<file path="src/rtl/sync_fifo_pkg.sv">
// Shared constants and elaboration helpers for the programmable synchronous FIFO.
package sync_fifo_pkg;

    // Read-mode selector values for the FWFT parameter
    localparam int FIFO_MODE_STD  = 0;
    localparam int FIFO_MODE_FWFT = 1;

    // True when n is a power of two and at least 2
    function automatic bit fifo_depth_ok(input int n);
        return (n >= 2) && ((n & (n - 1)) == 0);
    endfunction

endpackage

</file>
<file path="src/rtl/sync_fifo_prog_ram.sv">
// DEPTH x DATA_WIDTH storage: one synchronous write port, one asynchronous read port, no reset.
module fifo_ram_2p #(
    parameter int DATA_WIDTH = 8,
    parameter int DEPTH      = 16,
    parameter int ADDR_WIDTH = $clog2(DEPTH)
) (
    input  logic                  clk,
    input  logic                  we,
    input  logic [ADDR_WIDTH-1:0] waddr,
    input  logic [DATA_WIDTH-1:0] wdata,
    input  logic [ADDR_WIDTH-1:0] raddr,
    output logic [DATA_WIDTH-1:0] rdata
);

    logic [DATA_WIDTH-1:0] mem [DEPTH];

    // Store the incoming word at the write address
    always_ff @(posedge clk) begin
        if (we) begin
            mem[waddr] <= wdata;
        end
    end

    assign rdata = mem[raddr];

endmodule

</file>
<file path="src/rtl/sync_fifo_prog.sv">
// Single-clock FIFO with selectable registered/FWFT read, occupancy count,
// programmable almost-full/almost-empty flags, flush and error pulses.
module sync_fifo_prog
    import sync_fifo_pkg::*;
#(
    parameter int DATA_WIDTH = 8,
    parameter int DEPTH      = 16,
    parameter int PTR_WIDTH  = $clog2(DEPTH),
    parameter int FWFT       = FIFO_MODE_STD,
    parameter int AF_THRESH  = DEPTH - 2,
    parameter int AE_THRESH  = 2
) (
    input  logic                  clk,
    input  logic                  rst_n,
    input  logic                  flush,
    input  logic                  wt_en,
    input  logic [DATA_WIDTH-1:0] wdata,
    input  logic                  rd_en,
    output logic [DATA_WIDTH-1:0] rdata,
    output logic                  full,
    output logic                  empty,
    output logic                  almost_full,
    output logic                  almost_empty,
    output logic [PTR_WIDTH:0]    count,
    output logic                  overflow,
    output logic                  underflow
);

    if (!fifo_depth_ok(DEPTH)) begin : g_bad_depth
        $error("sync_fifo_prog: DEPTH must be a power of two >= 2");
    end
    if (AF_THRESH > DEPTH) begin : g_bad_af
        $error("sync_fifo_prog: AF_THRESH must not exceed DEPTH");
    end
    if (AE_THRESH >= DEPTH) begin : g_bad_ae
        $error("sync_fifo_prog: AE_THRESH must be below DEPTH");
    end

    localparam logic [PTR_WIDTH:0] ONE    = (PTR_WIDTH + 1)'(1);
    localparam logic [PTR_WIDTH:0] AF_LVL = (PTR_WIDTH + 1)'(AF_THRESH);
    localparam logic [PTR_WIDTH:0] AE_LVL = (PTR_WIDTH + 1)'(AE_THRESH);

    logic [PTR_WIDTH:0]    wt_pt;
    logic [PTR_WIDTH:0]    rd_pt;
    logic [DATA_WIDTH-1:0] ram_q;
    logic [DATA_WIDTH-1:0] rd_data_p1;
    logic                  wr_acc;
    logic                  rd_acc;

    // Flags come from registered pointers/count only, never from this cycle's requests
    assign full         = (wt_pt[PTR_WIDTH] != rd_pt[PTR_WIDTH]) &&
                          (wt_pt[PTR_WIDTH-1:0] == rd_pt[PTR_WIDTH-1:0]);
    assign empty        = (wt_pt == rd_pt);
    assign almost_full  = (count >= AF_LVL);
    assign almost_empty = (count <= AE_LVL);

    // Flush overrides both requests so neither moves state nor raises an error
    assign wr_acc = wt_en && !full  && !flush;
    assign rd_acc = rd_en && !empty && !flush;

    fifo_ram_2p #(
        .DATA_WIDTH (DATA_WIDTH),
        .DEPTH      (DEPTH),
        .ADDR_WIDTH (PTR_WIDTH)
    ) u_ram (
        .clk   (clk),
        .we    (wr_acc),
        .waddr (wt_pt[PTR_WIDTH-1:0]),
        .wdata (wdata),
        .raddr (rd_pt[PTR_WIDTH-1:0]),
        .rdata (ram_q)
    );

    // Pointer and occupancy bookkeeping; count moves only when exactly one side is accepted
    always_ff @(posedge clk or negedge rst_n) begin
        if (!rst_n) begin
            wt_pt <= '0;
            rd_pt <= '0;
            count <= '0;
        end else if (flush) begin
            wt_pt <= '0;
            rd_pt <= '0;
            count <= '0;
        end else begin
            if (wr_acc) wt_pt <= wt_pt + ONE;
            if (rd_acc) rd_pt <= rd_pt + ONE;
            if (wr_acc && !rd_acc)      count <= count + ONE;
            else if (rd_acc && !wr_acc) count <= count - ONE;
        end
    end

    // One-cycle pulses for requests rejected because of full/empty
    always_ff @(posedge clk or negedge rst_n) begin
        if (!rst_n) begin
            overflow  <= 1'b0;
            underflow <= 1'b0;
        end else begin
            overflow  <= !flush && wt_en && full;
            underflow <= !flush && rd_en && empty;
        end
    end

    // Registered read data for the standard mode; holds between accepted reads
    always_ff @(posedge clk or negedge rst_n) begin
        if (!rst_n) begin
            rd_data_p1 <= '0;
        end else if (flush) begin
            rd_data_p1 <= '0;
        end else if (rd_acc) begin
            rd_data_p1 <= ram_q;
        end
    end

    assign rdata = (FWFT == FIFO_MODE_FWFT) ? ram_q : rd_data_p1;

    // The occupancy counter must always track the pointer difference
    always_ff @(posedge clk) begin
        if (rst_n) begin
            assert (count == wt_pt - rd_pt)
                else $error("sync_fifo_prog: count diverged from pointer difference");
        end
    end

endmodule

</file>
<file path="config.mk">
export PLATFORM = sky130hd
export DESIGN_NAME = sync_fifo_prog
export DESIGN_NICKNAME = d
export VERILOG_FILES = /design/src/rtl/sync_fifo_pkg.sv /design/src/rtl/sync_fifo_prog_ram.sv /design/src/rtl/sync_fifo_prog.sv
export SDC_FILE = /design/constraint.sdc
export NUM_CORES = 1
export LEC_CHECK = 0
export CORE_MARGIN = 3
export CORE_UTILIZATION = 60
export DETAILED_ROUTE_END_ITERATION = 6
export GPL_TIMING_DRIVEN = 0
export PLACE_DENSITY = 0.81
export SLEW_MARGIN = 30
export SYNTH_ARGS = -nofsm -noshare
export SYNTH_HDL_FRONTEND = slang
export SYNTH_HIERARCHICAL = 1
export SYNTH_SLANG_ARGS = --single-unit
</file>
<file path="constraint.sdc">
create_clock -name clk -period 6.5 [get_ports clk]
set_input_delay 0.65 -clock clk [delete_from_list [all_inputs] [get_ports clk]]
set_output_delay 0.65 -clock clk [all_outputs]
set_load 0.01 [all_outputs]
</file>
==> results.json <==
{
  "outcome": "completed",
  "ff_latch_area_sq_um": 4470,
  "grt_pass1_vias": 3542,
  "cp_common_cell": "nor2_1",
  "final_cell_mix": "edfxtp_1 (128), nor2_1 (36), clkdlybuf4s50_1 (28)",
  "hp-class": "input port to async pin",
  "tritoncts": "built",
  "drt_iter0_drc": 284,
  "antenna_cells": 0,
  "dp_cells": 523,
  "grt_max_degree": 26,
  "start_util_pct": 62.0,
  "top_layer_used": "met4",
  "post-synth-top-area-cell": "edfxtp_1",
  "wirelength_um": 13200,
  "multiInputGateArea_sq_um": 1840,
  "hold_buffers": 0,
  "placed_area_sq_um": 6900,
  "viasPerCell": 6.30,
  "via_count": 3497,
  "drc": 0,
  "maxCapViolCount": 0,
  "wl_met1_um": 5050,
  "skew_ns": 0.00679,
  "slowest_stage": "dfrtp_1",
  "num_rows": 37,
  "synth_top_area_share_pct": 59.8,
  "dieArea_sq_um": 12000,
  "fin_tns_setup_ns": 0,
  "drive_above_1_share_pct": 17.7,
  "grt_usage_pct": 24.3,
  "cp_max_fo": 11,
  "cts_resized": 0,
  "r2r-start": "wt_pt[1]",
  "final-setup-viol-count": 0,
  "reg2reg_to": "count[4]",
  "finalCritPeriodShare_pct": 55.8,
  "core_sq_um": 10400,
  "p_int_mw": 1.93,
  "cts_buffers": 17,
  "cp-start-kind": "register",
  "finalHoldViolations": 0,
  "power_frac_clock_pct": 38.4,
  "synth_seq_cells": 153,
  "place_hpwl_um": 8360,
  "clk_path_buf_depth": 2,
  "p_switching_mw": 0.649,
  "leakagePower_nw": 2.64,
  "fillers": 623,
  "grt_overflow_total": 0,
  "postLayoutSetupSlackWorst_ns": 2.88,
  "drv_slew": 0,
  "layout.cells.most_common": "edfxtp_1",
  "synth.avg_cell_area_sq_um": 17.9,
  "synthesis.instances": 358,
  "ioPinCount": 32,
  "rsz0062_at_grt": "no",
  "syn_nets": 378,
  "async_reset_ff_share_pct": 16.3,
  "end_kind": "register",
  "fp.dieH_um": 109,
  "netlist_area_sq_um": 6420,
  "worst_slew_pin_slew_ns": 0.930,
  "seq_power_share_pct": 43.9,
  "fmax_ghz": 0.276,
  "grt_pass1_wl_um": 20500,
  "drtAntennaViolNets": 0,
  "finalInstanceArea_sq_um": 7500,
  "yosysWarnings": 6,
  "wl_met2_um": 6970,
  "fp.dieW_um": 109,
  "cp-startpoint": "wt_pt[1]",
  "wl_met3_um": 814,
  "final_cells": 555,
  "ys_types": 47,
  "dp_slack_ns": 2.86,
  "swShare_pct": 25.2,
  "max_stage_delay_ns": 0.64,
  "insertion_delay_ns": 0.51,
  "p_comb_share_pct": 17.8,
  "arrival_ns": 4.02,
  "rrSetupSlack_ns": 2.88,
  "cts.sinks": 153,
  "crit_end": "count[4]",
  "first_pass_iters": 5,
  "avgRoutedWirePerCell_um": 23.8,
  "clockRootBuffer": "clkbuf_8",
  "syn_to_final_growth_pct": 16.7,
  "port_buffers": 29,
  "place_congestion": 0.774,
  "synth_edf_count": 128,
  "antenna_found_initial": 0,
  "crit_type": "register to register",
  "netlist_top_cells_area": "edfxtp_1 (60%), dfrtp_1 (9.7%), mux4_2 (6.3%)",
  "synth_ff_type": "edfxtp_1",
  "yosysSeqAreaShare_pct": 69.6,
  "layout.nets": 426,
  "clk_pin_slew_ns": 0.06,
  "cts_setup_buffers": 0,
  "slew_headroom_pct": 37.7,
  "h-tree-depth": 4,
  "required_ns": 6.89,
  "worstRegToRegCells": 11,
  "ir_worst_vdd_mv": 0.197,
  "path_cells": "xnor2_1 > nand4_1 > o21ai_0 > nor2_1 > nand2_1 > fa_1 > a21o_1 > a21oi_1 > nor2_1 > a32oi_1 > mux2_2",
  "power_density_nw_per_um2": 344,
  "post-route-min-period_ns": 3.62
}
[metrics by stage]
step | hold slack [ns] | utilization [%] | total power, mW
6_report | 0.142 | 72.3 | 2.58
5_1_grt | 0.164 | 72.3 | 2.68
4_1_cts | 0.145 | 72.3 | 2.60
3_5_place_dp | 0.526 | 66.5 | 1.61
3_3_place_gp | 0.506 | 66.4 | 1.60
2_1_floorplan | 0.354 | - | 1.45
[area by class of cell]
| class | count | area share [%] |
|---|---|---|
| well taps | 136 | 2.27 |
| inverters | 1 | 0.0500 |
| flip-flops and latches | 153 | 59.6 |
| plain buffers | 17 | 1.70 |
| repair buffers | 29 | 3.80 |
| clock inverters | 15 | 2.49 |
| multi-input cells | 187 | 24.6 |
| clock buffers | 17 | 5.52 |
[synthesized netlist by cell type (all sizes together) (2+ instances only)]
| library cell | instances |
|---|---|
| a21oi | 5 |
| clkdlybuf4s25 | 3 |
| nand2b | 5 |
| nor2 | 37 |
| mux4 | 32 |
| mux2 | 2 |
| nor3 | 4 |
| nand3b | 2 |
| nand3 | 3 |
| o41ai | 2 |
| buf | 10 |
| o21ai | 5 |
| xor2 | 5 |
| nand2 | 14 |
| nor2b | 6 |
| xnor2 | 10 |
| a22oi | 16 |
| edfxtp | 128 |
| ha | 6 |
| clkbuf | 4 |
| dfrtp | 25 |
| o211ai | 2 |
| mux2i | 14 |
| nand4 | 4 |
[flip-flops by register name, summed over array words and instances (netlist names)]
| name | flops |
|---|---|
| underflow | 1 |
| count | 5 |
| u_ram/mem | 128 |
| overflow | 1 |
| rd_pt | 5 |
| wt_pt | 5 |
| rdata | 8 |
[worst min path at each step]
stage	to	slack [ns]	from
after floorplan	count[0]	0.35	rst_n
after global placement	rdata[5]	0.51	rdata[5]
after detailed placement	rdata[7]	0.53	rdata[7]
after CTS	rdata[5]	0.14	rst_n
after global routing	rdata[7]	0.16	rst_n
final	wt_pt[3]	0.14	rst_n
[critical path, delay by kind of cell, from the launching register on]
| family | cells | cell delay (ns) |
|---|---|---|
| and+or+nand+nor | 4 | 1.06 |
| AOI/OAI and AO/OA | 4 | 0.84 |
| adders and majority gates | 1 | 0.47 |
| xor gates and xnor gates | 1 | 0.14 |
| DFF | 1 | 0.64 |
| muxes | 1 | 0.35 |
[power by group through the flow]
stage                     registers, mW  clock network, mW  logic [mW]
after floorplan                    1.15                  0       0.297
after global placement             1.15                  0       0.447
after detailed placement           1.15                  0       0.458
after CTS                          1.13               1.00       0.463
after global routing               1.14               1.04       0.497
final                              1.13              0.990       0.459
[per-layer routing]
layer | global-route usage, % | vias to the layer above
met5 | 0 | -
met4 | 9.62 | 0
met3 | 4.11 | 28
met2 | 41.5 | 154
met1 | 31.4 | 1782
li1 | - | 1533
[logic make-up after synthesis]
group,after synthesis,synth area share [%]
AOI/OAI and AO/OA,35,3.84
and+or+nand+nor,82,6.10
muxes,48,14.8
adders and majority gates,7,1.48
xor gates and xnor gates,15,2.16
buffers and inverters,18,2.04
DFF,153,69.6
(Power assumes the default switching activity.)
